File: src/rtl/conv_loop_sched_if.sv
// Handshake/config bundle between the layer-config side, the scheduler and the
// CoreT MAC datapath. The scheduler connects through the slave modport.
interface conv_loop_sched_if #(
  parameter int FM_AW  = 16,
  parameter int WT_AW  = 16,
  parameter int OUT_AW = 16
);
  logic              start;
  logic [5:0]        H;
  logic [5:0]        W;
  logic [6:0]        C;
  logic [6:0]        K;
  logic [2:0]        hk;
  logic              mac_ready;
  logic              mac_valid;
  logic [FM_AW-1:0]  fm_addr;
  logic              pad;
  logic [WT_AW-1:0]  wt_addr;
  logic              acc_first;
  logic              acc_last;
  logic [OUT_AW-1:0] out_addr;
  logic              busy;
  logic              done;
  logic              cfg_err;

  modport master (
    output start, H, W, C, K, hk, mac_ready,
    input  mac_valid, fm_addr, pad, wt_addr, acc_first, acc_last, out_addr,
           busy, done, cfg_err
  );

  modport slave (
    input  start, H, W, C, K, hk, mac_ready,
    output mac_valid, fm_addr, pad, wt_addr, acc_first, acc_last, out_addr,
           busy, done, cfg_err
  );
endinterface

File: src/rtl/conv_loop_sched.sv
// Convolution loop-nest scheduler: walks k, y, x, c, ky, kx and issues one
// registered MAC beat per accepted handshake, then drains and pulses done.
module conv_loop_sched #(
  parameter int FM_AW     = 16,
  parameter int WT_AW     = 16,
  parameter int OUT_AW    = 16,
  parameter int FLUSH_CYC = 4
) (
  input logic              clk,
  input logic              rst_n,
  conv_loop_sched_if.slave bus
);

  typedef enum logic [1:0] {IDLE, RUN, FLUSH, DONE} state_e;

  typedef struct packed {
    logic [6:0] k;
    logic [5:0] y;
    logic [5:0] x;
    logic [6:0] c;
    logic [2:0] ky;
    logic [2:0] kx;
  } cnt_t;

  typedef struct packed {
    logic [FM_AW-1:0]  fm;
    logic              pad;
    logic [WT_AW-1:0]  wt;
    logic              first;
    logic              last;
    logic [OUT_AW-1:0] out;
  } beat_t;

  state_e     state_q;
  cnt_t       cnt_q, cnt_d;
  beat_t      beat_q, next_beat, start_beat;
  logic [5:0] cfg_h_q, cfg_w_q;
  logic [6:0] cfg_c_q, cfg_k_q;
  logic [2:0] cfg_hk_q;
  logic [3:0] flush_q;
  logic       mac_valid_q, busy_q, done_q, cfg_err_q;
  logic       kx_wrap, ky_wrap, c_wrap, x_wrap, y_wrap, k_wrap, last_beat;
  logic       cfg_ok;

  // Address formulas evaluated at 32-bit signed precision, then truncated.
  function automatic beat_t calc_beat(input cnt_t n, input logic [5:0] h,
                                      input logic [5:0] w, input logic [6:0] cc,
                                      input logic [2:0] hk);
    beat_t b;
    int p, iy, ix, fm, wt, oa;
    p  = (int'(hk) - 1) / 2;
    iy = int'(n.y) + int'(n.ky) - p;
    ix = int'(n.x) + int'(n.kx) - p;
    fm = (int'(n.c) * int'(h) + iy) * int'(w) + ix;
    wt = ((int'(n.k) * int'(cc) + int'(n.c)) * int'(hk) + int'(n.ky)) * int'(hk)
         + int'(n.kx);
    oa = (int'(n.k) * int'(h) + int'(n.y)) * int'(w) + int'(n.x);
    b.pad   = (iy < 0) || (iy >= int'(h)) || (ix < 0) || (ix >= int'(w));
    b.fm    = b.pad ? '0 : fm[FM_AW-1:0];
    b.wt    = wt[WT_AW-1:0];
    b.out   = oa[OUT_AW-1:0];
    b.first = (n.c == '0) && (n.ky == '0) && (n.kx == '0);
    b.last  = (n.c == cc - 7'd1) && (n.ky == hk - 3'd1) && (n.kx == hk - 3'd1);
    return b;
  endfunction

  assign cfg_ok = (bus.H != '0) && (bus.W != '0) && (bus.C != '0) &&
                  (bus.K != '0) && bus.hk[0];

  assign kx_wrap   = (cnt_q.kx == cfg_hk_q - 3'd1);
  assign ky_wrap   = (cnt_q.ky == cfg_hk_q - 3'd1);
  assign c_wrap    = (cnt_q.c  == cfg_c_q  - 7'd1);
  assign x_wrap    = (cnt_q.x  == cfg_w_q  - 6'd1);
  assign y_wrap    = (cnt_q.y  == cfg_h_q  - 6'd1);
  assign k_wrap    = (cnt_q.k  == cfg_k_q  - 7'd1);
  assign last_beat = kx_wrap && ky_wrap && c_wrap && x_wrap && y_wrap && k_wrap;

  // NOTE: cnt_d gets a full default before any branch, so no path leaves it
  // unassigned and no latch is inferred.
  always_comb begin
    cnt_d = cnt_q;
    if (!kx_wrap) cnt_d.kx = cnt_q.kx + 3'd1;
    else begin
      cnt_d.kx = '0;
      if (!ky_wrap) cnt_d.ky = cnt_q.ky + 3'd1;
      else begin
        cnt_d.ky = '0;
        if (!c_wrap) cnt_d.c = cnt_q.c + 7'd1;
        else begin
          cnt_d.c = '0;
          if (!x_wrap) cnt_d.x = cnt_q.x + 6'd1;
          else begin
            cnt_d.x = '0;
            if (!y_wrap) cnt_d.y = cnt_q.y + 6'd1;
            else begin
              cnt_d.y = '0;
              cnt_d.k = cnt_q.k + 7'd1;
            end
          end
        end
      end
    end
  end

  assign next_beat  = calc_beat(cnt_d, cfg_h_q, cfg_w_q, cfg_c_q, cfg_hk_q);
  assign start_beat = calc_beat('0, bus.H, bus.W, bus.C, bus.hk);

  // NOTE: all state is updated with non-blocking assignments so every register
  // samples pre-edge values regardless of statement order.
  always_ff @(posedge clk or negedge rst_n) begin
    if (!rst_n) begin
      state_q     <= IDLE;
      cnt_q       <= '0;
      beat_q      <= '0;
      cfg_h_q     <= '0;
      cfg_w_q     <= '0;
      cfg_c_q     <= '0;
      cfg_k_q     <= '0;
      cfg_hk_q    <= '0;
      flush_q     <= '0;
      mac_valid_q <= 1'b0;
      busy_q      <= 1'b0;
      done_q      <= 1'b0;
      cfg_err_q   <= 1'b0;
    end else begin
      done_q    <= 1'b0;
      cfg_err_q <= 1'b0;
      unique case (state_q)
        IDLE: begin
          if (bus.start) begin
            if (cfg_ok) begin
              cfg_h_q     <= bus.H;
              cfg_w_q     <= bus.W;
              cfg_c_q     <= bus.C;
              cfg_k_q     <= bus.K;
              cfg_hk_q    <= bus.hk;
              cnt_q       <= '0;
              beat_q      <= start_beat;
              mac_valid_q <= 1'b1;
              busy_q      <= 1'b1;
              state_q     <= RUN;
            end else begin
              cfg_err_q <= 1'b1;
            end
          end
        end
        RUN: begin
          // Beat registers only move on an accepted handshake, so a stall holds them.
          if (bus.mac_ready) begin
            if (last_beat) begin
              mac_valid_q <= 1'b0;
              beat_q      <= '0;
              flush_q     <= '0;
              state_q     <= FLUSH;
            end else begin
              cnt_q  <= cnt_d;
              beat_q <= next_beat;
            end
          end
        end
        FLUSH: begin
          if (flush_q == 4'(FLUSH_CYC - 1)) begin
            done_q  <= 1'b1;
            state_q <= DONE;
          end else begin
            flush_q <= flush_q + 4'd1;
          end
        end
        DONE: begin
          busy_q  <= 1'b0;
          state_q <= IDLE;
        end
        default: state_q <= IDLE;
      endcase
    end
  end

  assign bus.mac_valid = mac_valid_q;
  assign bus.fm_addr   = beat_q.fm;
  assign bus.pad       = beat_q.pad;
  assign bus.wt_addr   = beat_q.wt;
  assign bus.acc_first = beat_q.first;
  assign bus.acc_last  = beat_q.last;
  assign bus.out_addr  = beat_q.out;
  assign bus.busy      = busy_q;
  assign bus.done      = done_q;
  assign bus.cfg_err   = cfg_err_q;

endmodule

File: src/flat_wrapper.sv
// flat-port wrapper written by rule: the top's interface ports become plain ports
module conv_loop_sched_flat 
#(
  parameter int FM_AW     = 16,
  parameter int WT_AW     = 16,
  parameter int OUT_AW    = 16,
  parameter int FLUSH_CYC = 4
)
  (clk, rst_n, bus_start, bus_H, bus_W, bus_C, bus_K, bus_hk, bus_mac_ready, bus_mac_valid, bus_fm_addr, bus_pad, bus_wt_addr, bus_acc_first, bus_acc_last, bus_out_addr, bus_busy, bus_done, bus_cfg_err);
  conv_loop_sched_if #(.FM_AW(FM_AW), .WT_AW(WT_AW), .OUT_AW(OUT_AW)) bus_i ();
  input logic clk;
  input logic rst_n;
  input wire logic [$bits(bus_i.start)-1:0] bus_start;
  input wire logic [$bits(bus_i.H)-1:0] bus_H;
  input wire logic [$bits(bus_i.W)-1:0] bus_W;
  input wire logic [$bits(bus_i.C)-1:0] bus_C;
  input wire logic [$bits(bus_i.K)-1:0] bus_K;
  input wire logic [$bits(bus_i.hk)-1:0] bus_hk;
  input wire logic [$bits(bus_i.mac_ready)-1:0] bus_mac_ready;
  output wire logic [$bits(bus_i.mac_valid)-1:0] bus_mac_valid;
  output wire logic [$bits(bus_i.fm_addr)-1:0] bus_fm_addr;
  output wire logic [$bits(bus_i.pad)-1:0] bus_pad;
  output wire logic [$bits(bus_i.wt_addr)-1:0] bus_wt_addr;
  output wire logic [$bits(bus_i.acc_first)-1:0] bus_acc_first;
  output wire logic [$bits(bus_i.acc_last)-1:0] bus_acc_last;
  output wire logic [$bits(bus_i.out_addr)-1:0] bus_out_addr;
  output wire logic [$bits(bus_i.busy)-1:0] bus_busy;
  output wire logic [$bits(bus_i.done)-1:0] bus_done;
  output wire logic [$bits(bus_i.cfg_err)-1:0] bus_cfg_err;
  assign bus_i.start = bus_start;
  assign bus_i.H = bus_H;
  assign bus_i.W = bus_W;
  assign bus_i.C = bus_C;
  assign bus_i.K = bus_K;
  assign bus_i.hk = bus_hk;
  assign bus_i.mac_ready = bus_mac_ready;
  assign bus_mac_valid = bus_i.mac_valid;
  assign bus_fm_addr = bus_i.fm_addr;
  assign bus_pad = bus_i.pad;
  assign bus_wt_addr = bus_i.wt_addr;
  assign bus_acc_first = bus_i.acc_first;
  assign bus_acc_last = bus_i.acc_last;
  assign bus_out_addr = bus_i.out_addr;
  assign bus_busy = bus_i.busy;
  assign bus_done = bus_i.done;
  assign bus_cfg_err = bus_i.cfg_err;
  conv_loop_sched #(.FM_AW(FM_AW), .WT_AW(WT_AW), .OUT_AW(OUT_AW), .FLUSH_CYC(FLUSH_CYC)) u_core (.clk(clk), .rst_n(rst_n), .bus(bus_i));
endmodule
File: config.mk
export PLATFORM = sky130hd
export DESIGN_NAME = conv_loop_sched_flat
export DESIGN_NICKNAME = d
export VERILOG_FILES = /design/src/rtl/conv_loop_sched_if.sv /design/src/rtl/conv_loop_sched.sv /design/src/flat_wrapper.sv
export SDC_FILE = /design/constraint.sdc
export NUM_CORES = 1
export LEC_CHECK = 0
export ABC_CLOCK_PERIOD_IN_PS = 14800
export CAP_MARGIN = 30
export CORE_MARGIN = 2
export CORE_UTILIZATION = 30
export CTS_CLUSTER_DIAMETER = 120
export CTS_CLUSTER_SIZE = 30
export DETAILED_ROUTE_END_ITERATION = 8
export SYNTH_ARGS = -nofsm -noshare
export SYNTH_HDL_FRONTEND = slang
export SYNTH_SLANG_ARGS = --single-unit
File: constraint.sdc
create_clock -name clk -period 14.8 [get_ports clk]
set_input_delay 2.96 -clock clk [delete_from_list [all_inputs] [get_ports clk]]
set_output_delay 2.96 -clock clk [all_outputs]
set_load 0.01 [all_outputs]
# ---- Word level (Yosys, flattened, before mapping)
# Index checks and enable logic that the tools add are counted.
dict set report totals {
  output_inout_bits 55
  regBits 122
  in_bits 33
}
dict set report classes {
  n_eq_ne 20
  reduce_logical 41
  n_mux 43
  addsub 31
  multipliers 8
  magnitude_cmp 7
  n_bitwise 2
}
# operator count
set op_table {}
lappend op_table {{$mux 51} 4}
lappend op_table {{$ge 32x7->1} 4}
lappend op_table {{$mux 32} 4}
lappend op_table {{$pmux 51 s2} 1}
lappend op_table {{$lt 32x1->1 const B} 3}
lappend op_table {{$mul 32x7->16} 3}
lappend op_table {{$add 32x1->32} 2}
lappend op_table {{$pmux 32 s2} 1}
lappend op_table {{$add 16x16->16} 2}
lappend op_table {{$add 32x32->32} 1}
lappend op_table {{$add 32x4->32} 1}
lappend op_table {{$add 32x7->32} 1}
lappend op_table {{$add 32x8->32} 1}
lappend op_table {{$mul 32x4->16} 1}
lappend op_table {{$mul 32x4->32} 1}
lappend op_table {{$mux 16} 2}
lappend op_table {{$sub 1x32->32 const A} 1}
lappend op_table {{$sub 32x32->32} 1}
lappend op_table {{$sub 8x32->32} 1}
lappend op_table {{$mux 29} 1}
lappend op_table {{$mul 7x6->13} 2}
lappend op_table {{$mux 26} 1}
lappend op_table {{$eq 7x7->1} 3}
lappend op_table {{$sub 7x1->7 const B} 3}
lappend op_table {{41 further kinds} 107}

# ---- Logic depth before layout (Yosys ltp)
dict set report depth {
  ltp_word 17
  depth_mapped 52
  ltp_nobuf 51
}

# ---- Worst setup path before layout
# Ideal clock, no wire load.
dict set report synth_timing {
  kind {register to register}
  from {register u_core.cfg_w_q[0]}
  to {register u_core.beat_q, in the netlist u_core.bus.wt_addr[15]}
  period_less_slack_ns 12.200
  path_slack_ns 2.600
  arrival_ns 12.131
  setup_ns 0.069
  required_ns 14.731
  stages_incl_launch_ff 48
  path_cell_list {dfrtp_1 -> clkbuf_1 -> clkinv_1 -> ha_1 -> xnor2_1 -> nand2_1 -> o21ai_0 -> a2111oi_4 -> and4_1 -> buf_2 -> mux2i_1 -> clkbuf_1 -> nand2b_1 -> fa_1 -> fa_1 -> inv_1 -> fa_1 -> inv_1 -> [12 not listed] -> ha_1 -> ha_1 -> and3_1 -> a31o_2 -> or4_1 -> nand2_1 -> xnor2_1 -> and2_1 -> ha_1 -> fa_1 -> ha_1 -> ha_1 -> nand2_1 -> o31ai_1 -> xnor3_1 -> xnor2_1 -> or3_1 -> nand3_1}
}
dict set report synth_between {
  elab_chain_len 15
  elab_cells_between_ends 18
  classes_between {add/sub (4); mul (3); eq/ne (1); mux (7); reduce/logical (3)}
}
# item line_no
set synth_rtl {}
lappend synth_rtl {{start: declaration} conv_loop_sched.sv:37} ;# logic [5:0] cfg_h_q, cfg_w_q;
lappend synth_rtl {{start signal: assignment} conv_loop_sched.sv:133} ;# cfg_w_q <= bus.W;
lappend synth_rtl {{$sub 6x1->6 (*)} conv_loop_sched.sv:73} ;# assign x_wrap = (cnt_q.x == cfg_w_q - 6'd1);
lappend synth_rtl {{$eq 6x6->1 (*)} conv_loop_sched.sv:73}
lappend synth_rtl {{$mux 13} conv_loop_sched.sv:91} ;# if (!x_wrap) cnt_d.x = cnt_q.x + 6'd1;
lappend synth_rtl {{$mux 19} conv_loop_sched.sv:88} ;# if (!c_wrap) cnt_d.c = cnt_q.c + 7'd1;
lappend synth_rtl {{$mux 26} conv_loop_sched.sv:85} ;# if (!ky_wrap) cnt_d.ky = cnt_q.ky + 3'd1;
lappend synth_rtl {{$mux 29} conv_loop_sched.sv:82} ;# if (!kx_wrap) cnt_d.kx = cnt_q.kx + 3'd1;
lappend synth_rtl {{$mul 7x7->14} conv_loop_sched.sv:55} ;# wt = ((int'(n.k) * int'(cc) + int'(n.c)) * int'(hk) + int'(n.ky)) * int'(hk)
lappend synth_rtl {{$add 32x8->32} conv_loop_sched.sv:55}
lappend synth_rtl {{$mul 32x4->32} conv_loop_sched.sv:55}
lappend synth_rtl {{$add 32x4->32} conv_loop_sched.sv:55}
lappend synth_rtl {{$mul 32x4->16} conv_loop_sched.sv:55}
lappend synth_rtl {{$add 16x4->16} conv_loop_sched.sv:56} ;# + int'(n.kx);
lappend synth_rtl {{$mux 51 (*)} conv_loop_sched.sv:150} ;# if (last_beat) begin
lappend synth_rtl {{$mux 51 (*)} conv_loop_sched.sv:149} ;# if (bus.mac_ready) begin
lappend synth_rtl {{$pmux 51 s2 (*)} conv_loop_sched.sv:128} ;# unique case (state_q)
lappend synth_rtl {{end signal: assignment} conv_loop_sched.sv:138} ;# beat_q <= start_beat;
lappend synth_rtl {{end signal: assignment} conv_loop_sched.sv:157} ;# beat_q <= next_beat;
lappend synth_rtl {{end: declaration} conv_loop_sched.sv:36} ;# beat_t beat_q, next_beat, start_beat;
# Mark *: on every way between the ends. The rest lies on a longest branch, timed or not. The select of a mux whose other input is x is not followed.
# A chain may end at the register's enable or synchronous reset.

# ---- Final worst setup path
dict set report layout_timing {
  from {register u_core.cfg_hk_q[1]}
  to {register u_core.beat_q, in the netlist u_core.bus.wt_addr[15]}
}
dict set report layout_between {
  elab_chain_len 13
  elab_cells_between_ends 21
  classes_between {add/sub (4); mul (3); eq/ne (2); mux (7); reduce/logical (5)}
}
# item line_no
set layout_rtl {}
lappend layout_rtl {{start: declaration} conv_loop_sched.sv:39} ;# logic [2:0] cfg_hk_q;
lappend layout_rtl {{start signal: assignment} conv_loop_sched.sv:136} ;# cfg_hk_q <= bus.hk;
lappend layout_rtl {{$sub 3x1->3} {conv_loop_sched.sv:70, conv_loop_sched.sv:71}}
lappend layout_rtl {{$eq 3x3->1} conv_loop_sched.sv:71} ;# assign ky_wrap = (cnt_q.ky == cfg_hk_q - 3'd1);
lappend layout_rtl {{$mux 26} conv_loop_sched.sv:85}
lappend layout_rtl {{$mux 29} conv_loop_sched.sv:82}
lappend layout_rtl {{$mul 7x7->14} conv_loop_sched.sv:55}
lappend layout_rtl {{$add 32x8->32} conv_loop_sched.sv:55}
lappend layout_rtl {{$mul 32x4->32} conv_loop_sched.sv:55}
lappend layout_rtl {{$add 32x4->32} conv_loop_sched.sv:55}
lappend layout_rtl {{$mul 32x4->16} conv_loop_sched.sv:55}
lappend layout_rtl {{$add 16x4->16} conv_loop_sched.sv:56}
lappend layout_rtl {{$mux 51 (*)} conv_loop_sched.sv:150}
lappend layout_rtl {{$mux 51 (*)} conv_loop_sched.sv:149}
lappend layout_rtl {{$pmux 51 s2 (*)} conv_loop_sched.sv:128}
# Marked as above.

==> summary.txt <==
outcome: finished, final reports clean
TritonCTS clock tree: yes
worst reg2reg startpoint: u_core.cfg_hk_q[1]
Post-synth ARST share: 100%
post-CTS sizing: 0
RSZ-0062 raised after global routing: no
vias in the first global route: 18.9k
Worst R2R End: u_core.bus.wt_addr[15]
FP Rows: 103
Seq/Total Area, Yosys: 12.7%
Root Buffer: clkbuf_16
Yosys top cell by area: fa_1
CTS Buffer Depth: 2
Avg Cell Area, Syn: 8.61 um2
DR WL/cell: 16.1 um
CP Data Required Time: 15240 ps
core region area: 79300 um2
number of flops mapped to enable cells by yosys: 0
post-detailed-route DRC marker count: 0
startpoint types: register
Final Hold Viols: 0
Iteration-0 DRC Markers: 1053
Mapped Cells: 2797
die width: 287 um
sink of the worst hold path: u_core.bus.wt_addr[8]
# hold bufs at CTS: 0
delay of the slowest critical-path stage: 890 ps
flops & latches, synth: 122
Worst-Margin Slew: 919 ps
area share of the largest cell type after synthesis: 19.5%
final net count: 3477
fin cells: 3908
H-tree depth: 4
placed cell count: 3876
total setup buffers inserted after CTS: 0
fin crit share: 91.0%
largest fanout on the critical path: 31
slowest stage cell, crit path: dfrtp_1
GRT overflow: 0
Top FF cell, synth: dfrtp_1
Synthesized Nets: 3429
# diodes: 0
Final ANT Viol Nets: 0
Fmax achieved: 74.2 MHz
area of the die: 82600 um2
GP Congestion: 0.896
top cells by area, synth: fa_1, ha_1, dfrtp_1
DR vias/cell: 4.85
most frequent cell after synthesis: inv_1
HP Class: reg2reg
DR pass1 iterations: 5
final worst path period need: 13470 ps
Die Y-Extent: 287 um
first-pass GRT wire length: 103000 um
hold wc startpoint: u_core.bus.wt_addr[8]
I/O pin cnt: 88
synth warn: 0
share of post-route cells with drive strength above 1: 4.48%
normalized max-slew margin: 38.7%
Clk Latency, worst-skew pair: 500 ps
synthesized area: 24100 um2
Hold Crit Depth: 2
fill cell count: 8337
clk sinks: 122
library cells used by synthesis: 97
Critical Path End Type: register
IO buf count: 87
GRT Total Usage: 15.8%
Setup Skew: 13.1 ps
TNS Setup: 0 ps
final-report setup violation count: 0
Critical Path AT: 13920 ps
dpl hpwl: 50800 um
via count: 18.9k
Slew Limit Fails: 0
largest net degree at the start of global routing: 70
Crit Path Class: reg2reg
initial core utilization: 30.4%
max-cap viol count: 0
final wirelength: 62800 um
Reg clk slew, reported paths: 70 ps
initial antenna violation count: 4
Worst R2R Path Depth: 48
area grow syn2layout: 11.0%
CP most frequent cell: ha_1
worst reg2reg setup slack: 1330 ps
synth cell count leaders: inv_1, ha_1, nand2_1
TritonCTS buffer count: 17
## stage by stage
| stage | setup WS [ps] | hold WS, ps | utilization [%] | area, um2 |
|---|---|---|---|---|
| 6_report | 1330 | 475 | 33.7 | 26700 |
| 5_1_grt | 514 | 500 | 33.7 | 26700 |
| 4_1_cts | 1330 | 484 | 33.7 | 26700 |
| 3_5_place_dp | 1400 | 469 | 33.0 | 26100 |
| 3_3_place_gp | 1530 | 463 | 33.0 | 26100 |
| 2_1_floorplan | 2600 | 494 | - | 24100 |
## routing by layer
metal | vias to the layer above | part of all wire [%] | GRT usage (%)
li1 | 9377 | - | -
met2 | 354 | 44 | 24.9
met1 | 9154 | 48 | 21.8
met3 | 58 | 5.1 | 2.98
met4 | 4 | 2.0 | 4.56
met5 | - | 0.040 | 0
## sequential cells by signal (all words and copies together), names as in the netlist, 2 cells and up
| name | cells |
|---|---|
| u_core.cfg_w_q | 6 |
| u_core.cfg_c_q | 7 |
| u_core.bus.fm_addr | 16 |
| u_core.bus.wt_addr | 16 |
| u_core.cfg_hk_q | 3 |
| u_core.cfg_k_q | 7 |
| u_core.bus.out_addr | 16 |
| u_core.cfg_h_q | 6 |
| u_core.state_q | 2 |
| u_core.flush_q | 4 |
| u_core.cnt_q | 32 |
## how the worst max path moves through the flow
stage,startpoint,endpoint,slack (ps)
4_1_cts,u_core.cfg_hk_q[1],u_core.bus.wt_addr[15],1330
6_report,u_core.cfg_hk_q[1],u_core.bus.wt_addr[15],1330
3_5_place_dp,u_core.cfg_hk_q[1],u_core.bus.wt_addr[15],1400
2_1_floorplan,u_core.cfg_w_q[0],u_core.bus.wt_addr[15],2600
3_3_place_gp,u_core.cfg_hk_q[1],u_core.bus.wt_addr[15],1530
5_1_grt,u_core.cfg_hk_q[1],u_core.bus.wt_addr[15],510
## final cells by class
| type | instances | area [um2] | share of cell area (%) |
|---|---|---|---|
| Sequential cell | 122 | 3050 | 11.4 |
| Tap cell | 1050 | 1310 | 4.91 |
| Multi-Input combinational cell | 2195 | 19200 | 71.8 |
| Clock inverter | 15 | 176 | 0.660 |
| Clock buffer | 17 | 425 | 1.59 |
| Inverter | 393 | 1480 | 5.52 |
| Timing Repair Buffer | 116 | 1090 | 4.08 |
## critical path: cells and delay by family, from the launching register on
family          cells  cell delay, ps
compound gates      4            1150
xor+xnor            7            1720
fa+ha+maj          15            5840
buf+inv             5             480
flops               1             890
simple gates       17            3310
## kinds of logic (layout without fill, tap and decap cells)
kind of cell	after synthesis	in the layout	share of synthesized area [%]
xor+xnor	206	206	8.08
fa+ha+maj	599	599	38.4
mux	19	19	0.873
buf+inv	480	541	7.66
flops	122	122	12.7
simple gates	874	874	18.6
compound gates	497	497	13.7
## placed cells by master (no fill, tap or decap), types with 14 or more instances in the layout
cell type	instances
or3_1	17
and2_1	208
nor2_1	160
a22o_1	32
a22oi_1	16
o21ai_0	144
nor2b_1	33
nand2b_1	32
ha_1	364
dfrtp_1	122
buf_4	29
inv_1	386
a31oi_1	16
xor2_1	60
xnor2_1	136
fa_1	235
o21bai_1	20
o21a_1	25
clkbuf_16	17
a21oi_1	101
mux2_2	15
nand3_1	41
and3_1	15
or2_2	14
nand2_1	240
a21o_1	39
clkdlybuf4s50_1	86
nor3_1	45
Power is not shown: default switching activity piles up to over one toggle a cycle in this logic, so the estimate is an artifact.
==> RTL change: new RTL, same flow settings <==
`WT_AW` is set to 16 in 3 places; all go to 14.
--- a/src/rtl/conv_loop_sched_if.sv
+++ b/src/rtl/conv_loop_sched_if.sv
@@ -4,3 +4,3 @@
   parameter int FM_AW  = 16,
-  parameter int WT_AW  = 16,
+  parameter int WT_AW  = 14,
   parameter int OUT_AW = 16
--- a/src/rtl/conv_loop_sched.sv
+++ b/src/rtl/conv_loop_sched.sv
@@ -4,3 +4,3 @@
   parameter int FM_AW     = 16,
-  parameter int WT_AW     = 16,
+  parameter int WT_AW     = 14,
   parameter int OUT_AW    = 16,
--- a/src/flat_wrapper.sv
+++ b/src/flat_wrapper.sv
@@ -4,3 +4,3 @@
   parameter int FM_AW     = 16,
-  parameter int WT_AW     = 16,
+  parameter int WT_AW     = 14,
   parameter int OUT_AW    = 16,
Ports: changed (resized bus_wt_addr); port bits go from 88 to 86. No check against the original RTL was run, so the function may have changed too.
==> RTL change against the unedited design <==
  * Routed wire length rose by 1.3%
  * Worst setup slack got worse by 0.14 ns
  * Synthesized cell count fell by 2.2%
  * Global-route usage rose by 0.38 points
  * Fmax fell by 1.0%
  * Sequential cell count fell by 2
  * Sequential share of layout area barely moved
  * Synthesized area fell by 2.0%
  * Final area fell by 2.1%
  * Largest cell class unchanged
Power is not shown: default switching activity piles up to over one toggle a cycle in this logic, so the estimate is an artifact.
==> RTL change: results (changes against the unedited design) <==
- Worst-Skew Late Latency: 0.46 ns (was 0.50 ns)
- Initial antenna violation count: 2 (was 4)
- FF-to-FF End: u_core.bus.wt_addr[13] (was u_core.bus.wt_addr[15])
- Share of layout cells above drive strength 1: 3.766% (was 4.479%)
- Via count: 18,700 (was 18,947)
- GP Congestion: 0.8643 (was 0.8958)
- R2R depth: 47 (was 48)
- Syn Nets: 3,352 (was 3,429)
- Final setup vio count: 0 (unchanged)
- Largest net degree at the start of global routing: 66 (was 70)
- Tot GR Track Use: 16.15% (was 15.77%)
- Post-DP HPWL: 51,340 um (was 50,800 um)
- WP data arrival: 13.94 ns (was 13.92 ns)
- Mean Syn Cell Area: 8.624 sq um (was 8.610 sq um)
- Critical Path Max Stage Delay: 0.84 ns (was 0.89 ns)
- F_max: 0.07345 GHz (was 0.07422 GHz)
- Iteration count of the initial detailed-routing pass: 6 (was 5)
- First-pass GRT wire length: 104,500 um (was 102,800 um)
- Top cells by area, synth: fa_1, ha_1, dfrtp_1 (unchanged)
- Reg-to-reg setup timing slack: 1.18 ns (was 1.33 ns)
- Tightest Pin Transition: 0.9699 ns (was 0.9191 ns)
- Register area share after synthesis: 12.73% (was 12.68%)
- Routed len/inst: 16.63 um (was 16.07 um)
- Min-delay src: u_core.bus.fm_addr[14] (was u_core.bus.wt_addr[8])
- Worst-path fanout max: 28 (was 31)
- Post-Place Cells: 3,797 (was 3,876)
- CP Launch Point: u_core.cfg_hk_q[1] (unchanged)
- DRT iter0 DRCs: 1,162 (was 1,053)
- Input/output buffers: 85 (was 87)
- Status: finished clean (unchanged)
- Library cells used by synthesis: 98 (was 97)
- Total Wirelength: 63,650 um (was 62,810 um)
- WHS Endpoint: u_core.bus.fm_addr[14] (was u_core.bus.wt_addr[8])
- Top post-synthesis cells by count: inv_1, ha_1, nand2_1 (unchanged)
- Final Skew: 0.01562 ns (was 0.01307 ns)
RTL change: cell count changes in the layout (fill, tap and decap cells not counted), moves of 12 or more:
cell	unedited run	this run
ha_1	364	352
and2_1	208	194
inv_1	386	369
a21oi_1	101	87
nor2_1	160	182
xnor2_1	136	123
a211oi_1	7	19
RTL change: area by class of cell:
class                   instances  area, sq um
fillers                      8005        51540
multi-input cells            2153        18830
flip-flops and latches        120         3003
inverters                     378         1419
well taps                    1040         1301
repair buffers                107         1025
clock buffers                  23        488.0
clock inverters                 7        117.6
RTL change: critical path, delay by kind of cell (launching register included):
family | cells | cell delay [ns]
XOR/XNOR | 7 | 1.84
adder cells (fa/ha/maj) | 15 | 6.02
AND/OR/NAND/NOR | 10 | 2.31
multiplexers | 1 | 0.12
buffers and inverters | 6 | 0.85
AO/OA/AOI/OAI | 8 | 1.47
flip-flops | 1 | 0.84
RTL change: metal layers:
layer	share of wire, %	routed length [um]	vias to the layer above	GRT usage (%)
met3	4.0	2525	80	1.886
met2	48	30270	365	27.38
li1	-	-	9183	-
met4	2.5	1619	0	4.908
met1	46	29240	9072	21.46
met5	0	0	-	0
RTL change: cells by family after synthesis:
| group | count (synthesis) | synth area share, % |
|---|---|---|
| fa+ha+maj | 583 | 38.26 |
| simple gates | 850 | 18.26 |
| buf+inv | 463 | 7.514 |
| xor+xnor | 204 | 8.283 |
| mux | 25 | 1.140 |
| compound gates | 491 | 13.81 |
| flops | 120 | 12.73 |
RTL change: through the flow:
step	utilization, %	hold WS [ns]	area, sq um
floorplan	-	0.4941	23600
global placement	32.88	0.4538	25560
detailed placement	32.90	0.4550	25570
CTS	33.68	0.4689	26180
global route	33.69	0.5025	26190
finish	33.69	0.4635	26190
